File: src/rtl/vx_tensor_gpr_arb_pkg.sv
// Shared constants and helpers for the tensor GPR read-port arbiter.
// Widths that depend on module parameters are derived inside the modules.
package vx_tensor_gpr_arb_pkg;

  localparam int PERF_CTR_BITS = 16;

  // Clamp a width to at least one bit so zero-width fields stay legal.
  function automatic int up(input int x);
    return (x < 1) ? 1 : x;
  endfunction

endpackage

File: src/rtl/vx_tensor_gpr_tag_fifo.sv
// In-order tag queue: registered occupancy, combinational head, 1-cycle push-to-visible.
// Push and pop may occur together, including when full; a pop on empty is ignored.
module vx_tensor_gpr_tag_fifo #(
  parameter int DATAW = 4,
  parameter int DEPTH = 4
) (
  input  logic                       clk,
  input  logic                       reset,
  input  logic                       push,
  input  logic [DATAW-1:0]           push_dat,
  input  logic                       pop,
  output logic [DATAW-1:0]           pop_dat,
  output logic                       empty,
  output logic                       full,
  output logic [$clog2(DEPTH):0]     count
);
  localparam int ADDR_W = $clog2(DEPTH);

  logic [DATAW-1:0]  mem [DEPTH];
  logic [ADDR_W-1:0] wr_ptr;
  logic [ADDR_W-1:0] rd_ptr;
  logic              do_push;
  logic              do_pop;

  assign empty   = (count == '0);
  assign full    = (count == ($clog2(DEPTH)+1)'(DEPTH));
  assign do_pop  = pop & ~empty;
  assign do_push = push & (~full | do_pop);
  assign pop_dat = mem[rd_ptr];

  always_ff @(posedge clk) begin
    if (do_push) begin
      mem[wr_ptr] <= push_dat;
    end
  end

  always_ff @(posedge clk) begin
    if (reset) begin
      wr_ptr <= '0;
      rd_ptr <= '0;
      count  <= '0;
    end else begin
      if (do_push) wr_ptr <= wr_ptr + 1'b1;
      if (do_pop)  rd_ptr <= rd_ptr + 1'b1;
      case ({do_push, do_pop})
        2'b10:   count <= count + 1'b1;
        2'b01:   count <= count - 1'b1;
        default: count <= count;
      endcase
    end
  end

endmodule

File: src/rtl/vx_tensor_gpr_arb.sv
// Round-robin share of one GPR read port among operand collectors; responses routed back by tag.
// 0-cycle request and response paths; stalls when GPR not ready or tag FIFO full without a pop.
// Optional perf counters enabled by VX_TENSOR_GPR_ARB_PERF_EN.
module vx_tensor_gpr_arb
  import vx_tensor_gpr_arb_pkg::*;
#(
  parameter int NUM_REQS    = 4,
  parameter int MAX_PENDING = 4,
  parameter int OPD_W       = 2,
  parameter int REG_W       = 5,
  parameter int WIS_W       = 4,
  parameter int SID_W       = 1,
  parameter int RSP_DATAW   = 128
) (
  input  logic                          clk,
  input  logic                          reset,
  input  logic [NUM_REQS-1:0]           req_valid,
  input  logic [NUM_REQS*OPD_W-1:0]     req_opd_id,
  input  logic [NUM_REQS*WIS_W-1:0]     req_wis,
  input  logic [NUM_REQS*SID_W-1:0]     req_sid,
  input  logic [NUM_REQS*REG_W-1:0]     req_reg_id,
  output logic [NUM_REQS-1:0]           req_ready,
  output logic [NUM_REQS-1:0]           rsp_valid,
  output logic [OPD_W-1:0]              rsp_opd_id,
  output logic [RSP_DATAW-1:0]          rsp_data,
  output logic                          gpr_req_valid,
  output logic [WIS_W-1:0]              gpr_req_wis,
  output logic [SID_W-1:0]              gpr_req_sid,
  output logic [REG_W-1:0]              gpr_req_reg_id,
  input  logic                          gpr_req_ready,
  input  logic                          gpr_rsp_valid,
  input  logic [RSP_DATAW-1:0]          gpr_rsp_data,
  output logic [$clog2(MAX_PENDING):0]  pending_count
`ifdef VX_TENSOR_GPR_ARB_PERF_EN
  ,
  output logic [PERF_CTR_BITS-1:0]      perf_stall_cycles,
  output logic [PERF_CTR_BITS-1:0]      perf_fifo_full_cycles
`endif
);
  localparam int IDX_W = up($clog2(NUM_REQS));
  localparam int TAG_W = IDX_W + OPD_W;

  typedef struct packed {
    logic [IDX_W-1:0] idx;
    logic [OPD_W-1:0] opd_id;
  } tag_t;

  logic [IDX_W-1:0] rr_ptr;
  logic [IDX_W-1:0] grant_idx;
  int               cand;
  logic             any_req;
  logic             fifo_full;
  logic             fifo_empty;
  logic             can_issue;
  logic             req_fire;
  logic             rsp_fire;
  tag_t             push_tag;
  tag_t             head_tag;

  assign any_req = |req_valid;

  // First valid requester at or after rr_ptr, wrapping.
  always_comb begin
    grant_idx = rr_ptr;
    cand      = 0;
    for (int i = NUM_REQS - 1; i >= 0; i--) begin
      cand = int'(rr_ptr) + i;
      if (cand >= NUM_REQS) cand = cand - NUM_REQS;
      if (req_valid[cand]) grant_idx = IDX_W'(cand);
    end
  end

  // A pop in the same cycle frees the slot the new push needs.
  assign can_issue     = ~fifo_full | gpr_rsp_valid;
  assign gpr_req_valid = any_req & can_issue;
  assign req_fire      = gpr_req_valid & gpr_req_ready;
  assign req_ready     = (any_req & gpr_req_ready & can_issue)
                         ? (NUM_REQS'(1) << grant_idx) : '0;

  assign gpr_req_wis    = req_wis[grant_idx*WIS_W +: WIS_W];
  assign gpr_req_sid    = req_sid[grant_idx*SID_W +: SID_W];
  assign gpr_req_reg_id = req_reg_id[grant_idx*REG_W +: REG_W];

  always_ff @(posedge clk) begin
    if (reset) begin
      rr_ptr <= '0;
    end else if (req_fire) begin
      rr_ptr <= (grant_idx == IDX_W'(NUM_REQS - 1)) ? '0 : grant_idx + 1'b1;
    end
  end

  assign push_tag.idx    = grant_idx;
  assign push_tag.opd_id = req_opd_id[grant_idx*OPD_W +: OPD_W];

  vx_tensor_gpr_tag_fifo #(
    .DATAW (TAG_W),
    .DEPTH (MAX_PENDING)
  ) tag_fifo (
    .clk      (clk),
    .reset    (reset),
    .push     (req_fire),
    .push_dat (push_tag),
    .pop      (gpr_rsp_valid),
    .pop_dat  (head_tag),
    .empty    (fifo_empty),
    .full     (fifo_full),
    .count    (pending_count)
  );

  // A response with nothing outstanding is dropped rather than misrouted.
  assign rsp_fire   = gpr_rsp_valid & ~fifo_empty;
  assign rsp_valid  = rsp_fire ? (NUM_REQS'(1) << head_tag.idx) : '0;
  assign rsp_opd_id = head_tag.opd_id;
  assign rsp_data   = gpr_rsp_data;

  a_rsp_without_req: assert property (@(posedge clk) disable iff (reset)
    !(gpr_rsp_valid && fifo_empty));

`ifdef VX_TENSOR_GPR_ARB_PERF_EN
  logic stall;
  logic full_stall;

  assign stall      = any_req & ~req_fire;
  assign full_stall = stall & fifo_full & ~rsp_fire;

  always_ff @(posedge clk) begin
    if (reset) begin
      perf_stall_cycles     <= '0;
      perf_fifo_full_cycles <= '0;
    end else begin
      if (stall && perf_stall_cycles != '1)
        perf_stall_cycles <= perf_stall_cycles + 1'b1;
      if (full_stall && perf_fifo_full_cycles != '1)
        perf_fifo_full_cycles <= perf_fifo_full_cycles + 1'b1;
    end
  end
`endif

endmodule

File: config.mk
export PLATFORM = sky130hd
export DESIGN_NAME = vx_tensor_gpr_arb
export DESIGN_NICKNAME = d
export VERILOG_FILES = /design/src/rtl/vx_tensor_gpr_arb_pkg.sv /design/src/rtl/vx_tensor_gpr_tag_fifo.sv /design/src/rtl/vx_tensor_gpr_arb.sv
export SDC_FILE = /design/constraint.sdc
export NUM_CORES = 1
export LEC_CHECK = 0
export CORE_AREA = 3 3 131 133
export DETAILED_ROUTE_END_ITERATION = 10
export DIE_AREA = 0 0 134 136
export GPL_ROUTABILITY_DRIVEN = 0
export MAX_ROUTING_LAYER = met4
export PLACE_DENSITY = 0.64
export SETUP_SLACK_MARGIN = 0.5
export SLEW_MARGIN = 10
export SYNTH_ARGS = -nofsm -noshare
export SYNTH_HDL_FRONTEND = slang
export SYNTH_HIERARCHICAL = 1
export SYNTH_SLANG_ARGS = --single-unit
File: constraint.sdc
create_clock -name clk -period 3.4 [get_ports clk]
set_clock_uncertainty 0.1 [all_clocks]
set_input_delay 0.68 -clock clk [delete_from_list [all_inputs] [get_ports clk]]
set_output_delay 0.68 -clock clk [all_outputs]
set_load 0.1 [all_outputs]
==> results.py <==
metrics = {
    "sta": {
        "setup_viol": 0,
        "drv_slew": 0,
        "max-slew-margin-rel": 0.680,
        "worst_slack_ns": 0.487,
        "worstMarginPinSlew_ns": 0.479,
        "rsz0062_at_grt": "yes",
        "post-route-period-util": 0.857,
        "fmax_mhz": 343,
        "hold_ws_ns": 0.393,
        "hold_viol": 0,
        "finalCriticalPeriod_ns": 2.91,
    },
    "floorplan": {
        "die_y_um": 136,
        "io_pins": 336,
        "dieArea_um2": 18200,
        "start_util": 0.168,
        "core-area_um2": 15900,
        "die_w_um": 134,
        "rows": 46,
    },
    "logic_synthesis": {
        "synth.yosys.seq_area_share": 0.261,
        "synth_seq_cells": 27,
        "synth_cells": 307,
        "avgSynthCellArea_um2": 8.73,
        "synth_fp_nets": 498,
        "ys_top_cells_by_area": "buf_4 (36%), edfxtp_1 (18%), dfxtp_1 (8.2%)",
        "ys_warn_count": 6,
        "synth_largest_area_cell": "buf_4",
        "synth.cell_area_um2": 2680,
        "synth.distinct_cells": 43,
        "synth_top_area_frac": 0.358,
    },
    "critical_path": {
        "critical_path_class": "in -> out",
        "crit_slowest_cell": "a211o_1",
        "cp_num_cells": 9,
        "rr_endpoint": "tag_fifo/count[2]",
        "critical_path.top_delay_family": "buffers and inverters",
        "crit_buf_inv": 5,
        "path_cells": "buf_8 > buf_6 > a211o_1 > o211ai_4 > buf_12 > a21oi_2 > buf_4 > a32oi_4 > buf_12",
        "crit_required_ns": 2.62,
        "regToRegSetupSlack_ns": 0.81,
        "crit_fanout": 5,
        "arrival_ns": 2.13,
        "worst_setup_path_start_kind": "input port",
        "rr_worst_depth": 11,
        "rr_startpoint": "tag_fifo/count[0]",
        "setup.worst_path.end_class": "output pin",
        "crit_top_cell": "buf_12",
        "startpoint": "req_valid[3]",
        "cpPeakStageDelay_ns": 0.30,
    },
    "grt": {
        "grtUsageMet2": 0.198,
        "grt_max_degree": 24,
        "grt_overflow": 0,
        "use_met1": 0.0925,
        "use_met3": 0.0840,
        "track_usage": 0.114,
        "grt_pass1_vias": 2085,
        "grt_first_pass_wirelength_um": 14700,
        "top_usage_layer": "met2",
        "grt_antenna_before_repair": 0,
    },
    "pwr": {
        "ir_drop_v": 0.000370,
        "p_per_area_nw_per_um2": 648,
        "power_mw": 2.56,
        "p_leak_nw": 1.41,
    },
    "drt": {
        "num_vias": 2006,
        "dr.pass1.iters": 4,
        "avgRoutedWirePerCell_um": 21.9,
        "routed_wl_um": 11100,
        "remaining_drc_errors": 0,
        "drt_iter0_markers": 104,
        "via_per_inst": 3.96,
        "ant_nets": 0,
    },
    "cells_and_area": {
        "drive_gt1_frac": 0.517,
        "fill_cells": 1687,
        "fin_cells": 506,
        "fin_nets": 482,
        "syn_to_final_growth_pct": 47.3,
        "layout_common_cells": "clkdlybuf4s50_1 (50), buf_12 (27), buf_4 (24)",
        "fin_area_um2": 3950,
        "final_common_cell": "clkdlybuf4s50_1",
        "antenna_cells": 0,
    },
    "clocking": {
        "cts_inserted_buffers": 3,
        "cts_tree": "done",
        "cts_root_buf": "clkbuf_16",
        "clk_latency_ns": 0.26,
        "cts_sinks": 27,
        "htree_levels": 1,
        "cts-hold-fix-buffers": 0,
        "clockBufferDepth": 2,
        "clkSlewWorstSetupHoldPaths_ns": 0.06,
    },
    "place": {
        "hpwl_um": 9240,
        "place_inst": 491,
        "post-place-ws_ns": -0.157,
        "place.port_buffers": 79,
        "place_area_um2": 3510,
    },
    "worst_hold_path": {
        "hold_class": "reg -> reg",
        "whs_path_depth": 2,
        "hp-start": "tag_fifo/rd_ptr[1]",
    },
    "run_status": {
        "status": "completed",
    },
    "job": {
        "drv_cap": 0,
    },
}
-- area by class of cell --
class                           count  area, µm²  share of cell area
Multi-Input combinational cell    130       1390               0.353
Timing Repair Buffer              113       1400               0.353
Tap cell                          216        270              0.0684
Clock buffer                        4       78.8              0.0200
Timing Repair inverter              1       11.3             0.00285
Inverter                           15       90.1              0.0228
Sequential cell                    27        711               0.180
-- logic make-up after synthesis --
kind of cell / after synthesis / synth area share
AOI/OAI and AO/OA: 40 / 0.102
xor gates and xnor gates: 3 / 0.00980
adders and majority gates: 7 / 0.0355
buffers and inverters: 150 / 0.405
DFF: 27 / 0.261
muxes: 6 / 0.0429
and+or+nand+nor: 74 / 0.144
-- Yosys cell counts (all sizes together) --
master / number
a32oi: 12
o21a: 1
buf: 134
a211oi: 1
inv: 15
mux2: 1
nor3b: 1
nor3: 5
o21ai: 3
a211o: 2
o211ai: 1
and4b: 1
clkbuf: 1
edfxtp: 16
ha: 6
dfxtp: 11
o31ai: 1
and2b: 1
or3: 2
nor4b: 2
and3b: 1
xor2: 3
nor2: 12
nand2: 37
a21boi: 1
fa: 1
a21oi: 18
and3: 1
and2: 4
mux4: 4
nand2b: 2
mux2i: 1
nor4: 3
nor2b: 2
-- power breakdown --
part | internal, mW | switching, mW | leakage (nW)
Clock | 0.160 | 0.0988 | 0.0382
Combinational | 0.721 | 1.08 | 1.13
Sequential | 0.426 | 0.0710 | 0.240
-- routing by layer --
metal / part of all wire / vias up
met5: 0 / -
met4: 0.035 / 0
met3: 0.16 / 37
met2: 0.52 / 168
met1: 0.28 / 936
li1: - / 865
-- stage by stage --
| stage | utilization | TNS (ns) |
|---|---|---|
| after detailed placement | 0.220 | -1.46 |
| after CTS | 0.236 | 0 |
| after global placement | 0.220 | -0.675 |
| final | 0.248 | 0 |
| after global routing | 0.248 | 0 |
| after floorplan | - | 0 |
-- how the worst max path moves through the flow --
stage,end,slack [ns]
floorplan,gpr_req_sid,0.39
global placement,gpr_req_reg_id[2],-0.07
detailed placement,gpr_req_reg_id[2],-0.16
CTS,gpr_req_reg_id[0],0.45
global route,req_ready[2],0.41
finish,gpr_req_reg_id[0],0.49
-- worst reg2reg max path, cell delays in order (launching register included) --
cell and delay (ns):
dfxtp_2 0.36, nor3b_4 0.39, a211o_4 0.21, inv_2 0.04
a21boi_4 0.13, inv_2 0.07, ha_4 0.13, inv_2 0.04
fa_2 0.35, xor2_1 0.15, or3_2 0.42, a21oi_2 0.12
-- repair_timing --
item                       in CTS  in global routing
resized for setup              48                 34
gates cloned                    2                  2
setup endpoints to repair      15                 15
buffers inserted                3                  4
pin swaps                      18                 18
-- flip-flops by register name, indices dropped and copies added (netlist names), named ones only --
signal           cells
tag_fifo/count       3
tag_fifo/wr_ptr      2
rr_ptr               2
tag_fifo/mem        16
tag_fifo/rd_ptr      2
Note: power is estimated with default switching activity, not from simulation.
